**config.mk**
```make
export PLATFORM = sky130hd
export DESIGN_NAME = key_pulse_gen
export DESIGN_NICKNAME = d
export VERILOG_FILES = /design/src/rtl/key_pulse_gen.sv
export SDC_FILE = /design/constraint.sdc
export NUM_CORES = 1
export LEC_CHECK = 0
export BUFFER_PORTS_ARGS = -buffer_cell sky130_fd_sc_hd__buf_2
export CORE_MARGIN = 1.5
export CORE_UTILIZATION = 30
export DETAILED_ROUTE_END_ITERATION = 12
export GPL_TIMING_DRIVEN = 0
export PLACE_DENSITY = 0.52
export SETUP_SLACK_MARGIN = 0.15
export SYNTH_ARGS = -nofsm -noshare
export SYNTH_HDL_FRONTEND = slang
export SYNTH_SLANG_ARGS = --single-unit
```
**constraint.sdc**
```tcl
create_clock -name clock -period 1.75 [get_ports clock]
set_input_delay 0.0875 -clock clock [delete_from_list [all_inputs] [get_ports clock]]
set_output_delay 0.0875 -clock clock [all_outputs]
set_load 0.005 [all_outputs]
```
**src/rtl/key_pulse_gen.sv**
```systemverilog
// key_pulse_gen: debounced push-button to single-step pulse generator.
// A free-running prescaler produces the enable strobe. A four-state debounce FSM,
// clocked by that strobe, accepts presses and releases. Each accepted press sets a
// pending flag, which is issued as a one-cycle 'a' pulse on the next strobe.
// Optional feature macro: KEY_AUTOREPEAT_EN. When it is defined, holding the key
// re-arms the pulse after REPEAT_DELAY strobes and then every REPEAT_RATE strobes.
module key_pulse_gen #(
  parameter int unsigned TICK_DIV     = 50000,
  parameter int unsigned DB_TICKS     = 20,
  parameter int unsigned REPEAT_DELAY = 500,
  parameter int unsigned REPEAT_RATE  = 100
) (
  input  logic       clock,
  input  logic       reset_n,
  input  logic       key_n,
  output logic       enable,
  output logic       a,
  output logic       key_level,
  output logic [7:0] press_cnt
);

  // Reject out-of-range configurations at elaboration.
  if (TICK_DIV < 2 || TICK_DIV > 65535) begin : g_bad_tick_div
    $error("TICK_DIV out of range 2..65535");
  end
  if (DB_TICKS < 1 || DB_TICKS > 255) begin : g_bad_db_ticks
    $error("DB_TICKS out of range 1..255");
  end
  if (REPEAT_DELAY < 1 || REPEAT_DELAY > 65535) begin : g_bad_repeat_delay
    $error("REPEAT_DELAY out of range 1..65535");
  end
  if (REPEAT_RATE < 1 || REPEAT_RATE > 65535) begin : g_bad_repeat_rate
    $error("REPEAT_RATE out of range 1..65535");
  end

  localparam logic [15:0] PreMax   = 16'(TICK_DIV - 1);
  localparam logic [7:0]  DbTarget = 8'(DB_TICKS);

  typedef enum logic [1:0] {
    StIdle      = 2'd0,
    StPressWait = 2'd1,
    StHeld      = 2'd2,
    StRelWait   = 2'd3
  } state_e;

  // ---------------------------------------------------------------------------
  // Input synchronizer. The flops reset to the released level (key_n high).
  // ---------------------------------------------------------------------------
  logic sync1_q, sync2_q;
  logic key_s;

  // Two-flop synchronizer for the asynchronous button input.
  always_ff @(posedge clock or negedge reset_n) begin
    if (!reset_n) begin
      sync1_q <= 1'b1;
      sync2_q <= 1'b1;
    end else begin
      sync1_q <= key_n;
      sync2_q <= sync1_q;
    end
  end

  assign key_s = ~sync2_q;

  // ---------------------------------------------------------------------------
  // Prescaler. enable_q is registered from the next count, so it is high
  // exactly while pre_q == TICK_DIV-1.
  // ---------------------------------------------------------------------------
  logic [15:0] pre_q, pre_d;
  logic        enable_q, enable_d;

  // Next prescaler count and strobe.
  always_comb begin
    pre_d    = (pre_q == PreMax) ? 16'd0 : pre_q + 16'd1;
    enable_d = (pre_d == PreMax);
  end

  // Prescaler and strobe registers.
  always_ff @(posedge clock or negedge reset_n) begin
    if (!reset_n) begin
      pre_q    <= 16'd0;
      enable_q <= 1'b0;
    end else begin
      pre_q    <= pre_d;
      enable_q <= enable_d;
    end
  end

  // ---------------------------------------------------------------------------
  // Debounce FSM and pulse issue.
  // ---------------------------------------------------------------------------
  state_e      state_q, state_d;
  logic [7:0]  db_cnt_q, db_cnt_d;
  logic [7:0]  db_inc;
  logic        pending_q, pending_d;
  logic [7:0]  press_cnt_q, press_cnt_d;
  logic        set_req;
  logic        a_fire;

`ifdef KEY_AUTOREPEAT_EN
  localparam logic [15:0] RepDelay = 16'(REPEAT_DELAY);
  localparam logic [15:0] RepRate  = 16'(REPEAT_RATE);

  logic [15:0] rep_cnt_q, rep_cnt_d;
  logic [15:0] rep_inc;
  logic [15:0] rep_target;
  // High until the first auto-repeat of a hold has fired.
  logic        rep_first_q, rep_first_d;

  assign rep_inc    = rep_cnt_q + 16'd1;
  assign rep_target = rep_first_q ? RepDelay : RepRate;
`endif

  assign db_inc = db_cnt_q + 8'd1;
  assign a_fire = pending_q & enable_q;

  // Next-state logic for the debounce FSM and its counters.
  always_comb begin
    state_d  = state_q;
    db_cnt_d = db_cnt_q;
    set_req  = 1'b0;
`ifdef KEY_AUTOREPEAT_EN
    rep_cnt_d   = rep_cnt_q;
    rep_first_d = rep_first_q;
`endif
    case (state_q)
      StIdle: begin
        if (key_s) begin
          state_d  = StPressWait;
          db_cnt_d = 8'd0;
        end
      end
      StPressWait: begin
        if (!key_s) begin
          state_d = StIdle;
        end else if (enable_q) begin
          db_cnt_d = db_inc;
          if (db_inc == DbTarget) begin
            state_d = StHeld;
            set_req = 1'b1;
`ifdef KEY_AUTOREPEAT_EN
            rep_cnt_d   = 16'd0;
            rep_first_d = 1'b1;
`endif
          end
        end
      end
      StHeld: begin
        if (!key_s) begin
          state_d  = StRelWait;
          db_cnt_d = 8'd0;
        end
`ifdef KEY_AUTOREPEAT_EN
        else if (enable_q) begin
          if (rep_inc == rep_target) begin
            set_req     = 1'b1;
            rep_cnt_d   = 16'd0;
            rep_first_d = 1'b0;
          end else begin
            rep_cnt_d = rep_inc;
          end
        end
`endif
      end
      StRelWait: begin
        // A bounce back to pressed resumes the hold without a new pulse.
        if (key_s) begin
          state_d = StHeld;
        end else if (enable_q) begin
          db_cnt_d = db_inc;
          if (db_inc == DbTarget) begin
            state_d = StIdle;
          end
        end
      end
      default: state_d = StIdle;
    endcase
  end

  // Pending flag and pulse counter; a set wins over the clear from a firing pulse.
  always_comb begin
    pending_d   = set_req | (pending_q & ~a_fire);
    press_cnt_d = press_cnt_q + {7'd0, a_fire};
  end

  // FSM state, counters, pending flag and pulse count.
  always_ff @(posedge clock or negedge reset_n) begin
    if (!reset_n) begin
      state_q     <= StIdle;
      db_cnt_q    <= 8'd0;
      pending_q   <= 1'b0;
      press_cnt_q <= 8'd0;
`ifdef KEY_AUTOREPEAT_EN
      rep_cnt_q   <= 16'd0;
      rep_first_q <= 1'b1;
`endif
    end else begin
      state_q     <= state_d;
      db_cnt_q    <= db_cnt_d;
      pending_q   <= pending_d;
      press_cnt_q <= press_cnt_d;
`ifdef KEY_AUTOREPEAT_EN
      rep_cnt_q   <= rep_cnt_d;
      rep_first_q <= rep_first_d;
`endif
    end
  end

  assign enable    = enable_q;
  assign a         = a_fire;
  assign key_level = (state_q == StHeld) || (state_q == StRelWait);
  assign press_cnt = press_cnt_q;

endmodule

```
==> qor.csv <==
stage;metric;value;unit
timing;drv_slew;0;
yosys;synth_edf_count;0;
global_routing;grt_pass1_wl;6050;um
detailed_routing;remaining_drc_errors;0;
yosys;synth.most_common_cell;dfrtp_1;
finish;insertedDiodeCount;0;
detailed_routing;drt-met1-wl;1790;um
yosys;ys_top_cells_by_count;dfrtp_1, nor2_1, nand2_1, xnor2_1, xor2_1;
finish;stdcell_count;287;
finish;synthToLayoutAreaGrowth;26.4;%
timing;rsz0062_at_grt;yes;
finish;final_layout_size_suffix_gt1_share;29.2;%
clock_network;clock-sinks;38;
critical_path;worst_setup_path_start_kind;register;
timing;hold_ws;358;ps
die;pin_count;14;
power;netSwitchingPower;0.000350;W
detailed_routing;drtIter0Drc;61;
timing;worst_pin_slew;868;ps
power;switching_share;22.4;%
detailed_routing;wl;3660;um
detailed_routing;vias;1391;
clock_network;clkTransAtPathRegs;80;ps
timing;skew;4.00;ps
critical_path;r2r_end;enable$_DFF_PN0_;
critical_path;crit_chain;ha_4 -> nand3_4 -> or4_4 -> mux2_4 -> a2111oi_4;
die;initial_core_util;31.6;%
die;fp.dieW;82.6;um
critical_path;r2r_setup_slack;-70;ps
power;p_leak;1.11;nW
power;p_int;0.00121;W
finish;multi_input_area;0.00100;mm^2
die;dieArea;0.00683;mm^2
global_routing;grt_start_max_net_pins;39;
timing;min_period_over_period;104;%
detailed_routing;drt_first_pass_iters;4;
placement;gp_congestion;0.721;
status;violations;setup timing;
yosys;post_synth_num_cell_types;36;
power;power.share.clock;40.7;%
yosys;synthArstFlopShare;100;%
placement;place_ws;-209;ps
critical_path;slowest_delay;510;ps
critical_path;path_class;reg2reg;
detailed_routing;vias_per_cell;4.85;
finish;seq_area;956;um^2
clock_network;htreeDepth;2;
yosys;syn_nets;183;
clock_network;cts_tree;yes;
yosys;netlist.area_leader.share;47.4;%
yosys;avgSynthCellArea;10.9;um^2
yosys;synth.yosys.seq_area_share;50.1;%
timing;max_slew_margin;41.6;%
timing;setup_tns;-68.9;ps
detailed_routing;wire_per_inst;12.8;um
detailed_routing;routed.top_layer;met4;
timing;setup_ws;-68.9;ps
placement;place_inst;263;
finish;fillCellCount;599;
critical_path;worstReg2RegStart;pre_q[0]$_DFF_PN0_;
placement;dpl.hpwl;2370;um
timing;timing.final.crit_period;1820;ps
clock_network;clk_latency;290;ps
die;row_count;28;
power;powerDensity;649;mW/mm^2
worst_hold_path;hold_class;reg2reg;
timing;finalHoldViolations;0;
critical_path;critical_path.endpoint_type;register;
yosys;synthTopCellsByArea;dfrtp_1, xnor2_1, xor2_1, a22o_1, nor2_1;
yosys;synth_top_area_cell;dfrtp_1;
global_routing;gr-total-overflow;0;
global_routing;grt_pass1_vias;1276;
power;comb_power_share;2.6;%
critical_path;cp.arrival;2000;ps
critical_path;ff2ff_path_depth;5;
critical_path;critPathLaunch;pre_q[0]$_DFF_PN0_;
yosys;synth_ff_type;dfrtp_1;
placement;io_buffer_count;13;
finish;fin_util;39.9;%
global_routing;antenna_found_initial;0;
critical_path;crit_fanout;4;
detailed_routing;wl_met3;208;um
run;cap_violations;0;
yosys;synth_seq_cells;38;
finish;nNetsFinal;219;
die;core-area;0.00603;mm^2
timing;setup_viol;1;
detailed_routing;met2_length;1610;um
status;status;complete, but fails checks;
yosys;netlist_area;0.00190;mm^2
die;die_y;82.6;um
yosys;ys_warn_count;0;
critical_path;worstSetupEndpoint;enable$_DFF_PN0_;
global_routing;grt_use_total;12.1;%
power;ir_worst_vdd;0.259;mV
timing;timing.fmax;550;MHz
clock_network;cts_buffer_depth;2;
power;p_seq_share;56.7;%
critical_path;crit_required;1930;ps
critical_path;slowest_stage;or4_4;
clock_network;clockRootBuffer;clkbuf_8;
clock_network;cts_buffers;5;
yosys;synthCells;175;
detailed_routing;drtAntennaViolNets;0;
## registers in the layout (all words and copies together), names as in the netlist, named ones only
register	count
sync2_q	1
pre_q	16
press_cnt	8
db_cnt_q	8
enable	1
sync1_q	1
pending_q	1
state_q	1
## worst min-delay path by stage
| stage | from | end | depth (start not counted) |
|---|---|---|---|
| 6_report | sync1_q$_DFF_PN1_ | sync2_q$_DFF_PN1_ | 0 |
| 5_1_grt | sync1_q$_DFF_PN1_ | sync2_q$_DFF_PN1_ | 0 |
| 4_1_cts | sync1_q$_DFF_PN1_ | sync2_q$_DFF_PN1_ | 0 |
| 3_5_place_dp | key_n | sync1_q$_DFF_PN1_ | 1 |
| 3_3_place_gp | key_n | sync1_q$_DFF_PN1_ | 1 |
| 2_1_floorplan | reset_n | async pin | 0 |
## metrics by stage
stage	area [um^2]	total power, W
after global routing	2400	0.00164
after floorplan	1940	0.000912
after CTS	2330	0.00160
final	2400	0.00156
after detailed placement	2100	0.000937
after global placement	2100	0.000938
## power by group through the flow
stage / registers [W] / clock network, W / logic [W]
4_1_cts: 0.000886 / 0.000670 / 0.0000409
5_1_grt: 0.000886 / 0.000705 / 0.0000477
3_3_place_gp: 0.000901 / 0 / 0.0000361
6_report: 0.000885 / 0.000635 / 0.0000404
3_5_place_dp: 0.000902 / 0 / 0.0000357
2_1_floorplan: 0.000901 / 0 / 0.0000109
## cells in the final DEF (no fill, tap or decap), drive strengths merged, types with 2 or more instances in the layout
cell and count:
dfrtp 36, buf 28, nor2 17, xnor2 13, nand2 13, xor2 11, nand3 11, clkbuf 10
a22o 8, nand4 7, inv 6, and3 5, nor3 5, nor4 5, ha 5, mux2 4
and2 2, nor2b 2, a2111oi 2, mux2i 2, a21o 2, dlygate4sd3 2, dfstp 2, or4 2
## what timing repair did
item	in CTS	in global routing
buffers inserted	9	5
hold buffers	2	0
hold endpoints to repair	37	0
pin swaps	7	7
resized for setup	10	13
endpoints found under the setup margin	25	19
## per-layer routing
metal,up-vias,GRT usage [%]
met4,0,5.50
met5,-,0
met2,31,17.7
met1,662,15.9
li1,691,-
met3,7,4.07
## worst max-delay path, delay by kind of cell (launching register included)
family	cells	cell delay [ps]
compound gates	1	220
flops	1	400
simple gates	2	600
fa+ha+maj	1	160
mux	1	330
## area by class of cell
type                    instances  share of cell area [%]
plain buffers                   5                    1.46
clock buffers                   6                    3.43
clock inverters                 2                   0.520
inverters                       6                   0.937
multi-input cells             126                    41.6
flip-flops and latches         38                    39.8
well taps                      75                    3.90
repair buffers                 29                    8.38
## logic make-up after synthesis
kind of cell             count (synthesis)  synth area share [%]
adder cells (fa/ha/maj)                  5                  3.29
multiplexers                             6                  3.62
buffers and inverters                   11                  2.17
XOR/XNOR                                24                  11.1
AND/OR/NAND/NOR                         73                  21.4
flip-flops                              38                  50.1
AO/OA/AOI/OAI                           18                  8.36
No activity file was read; power rests on OpenSTA's default activity.
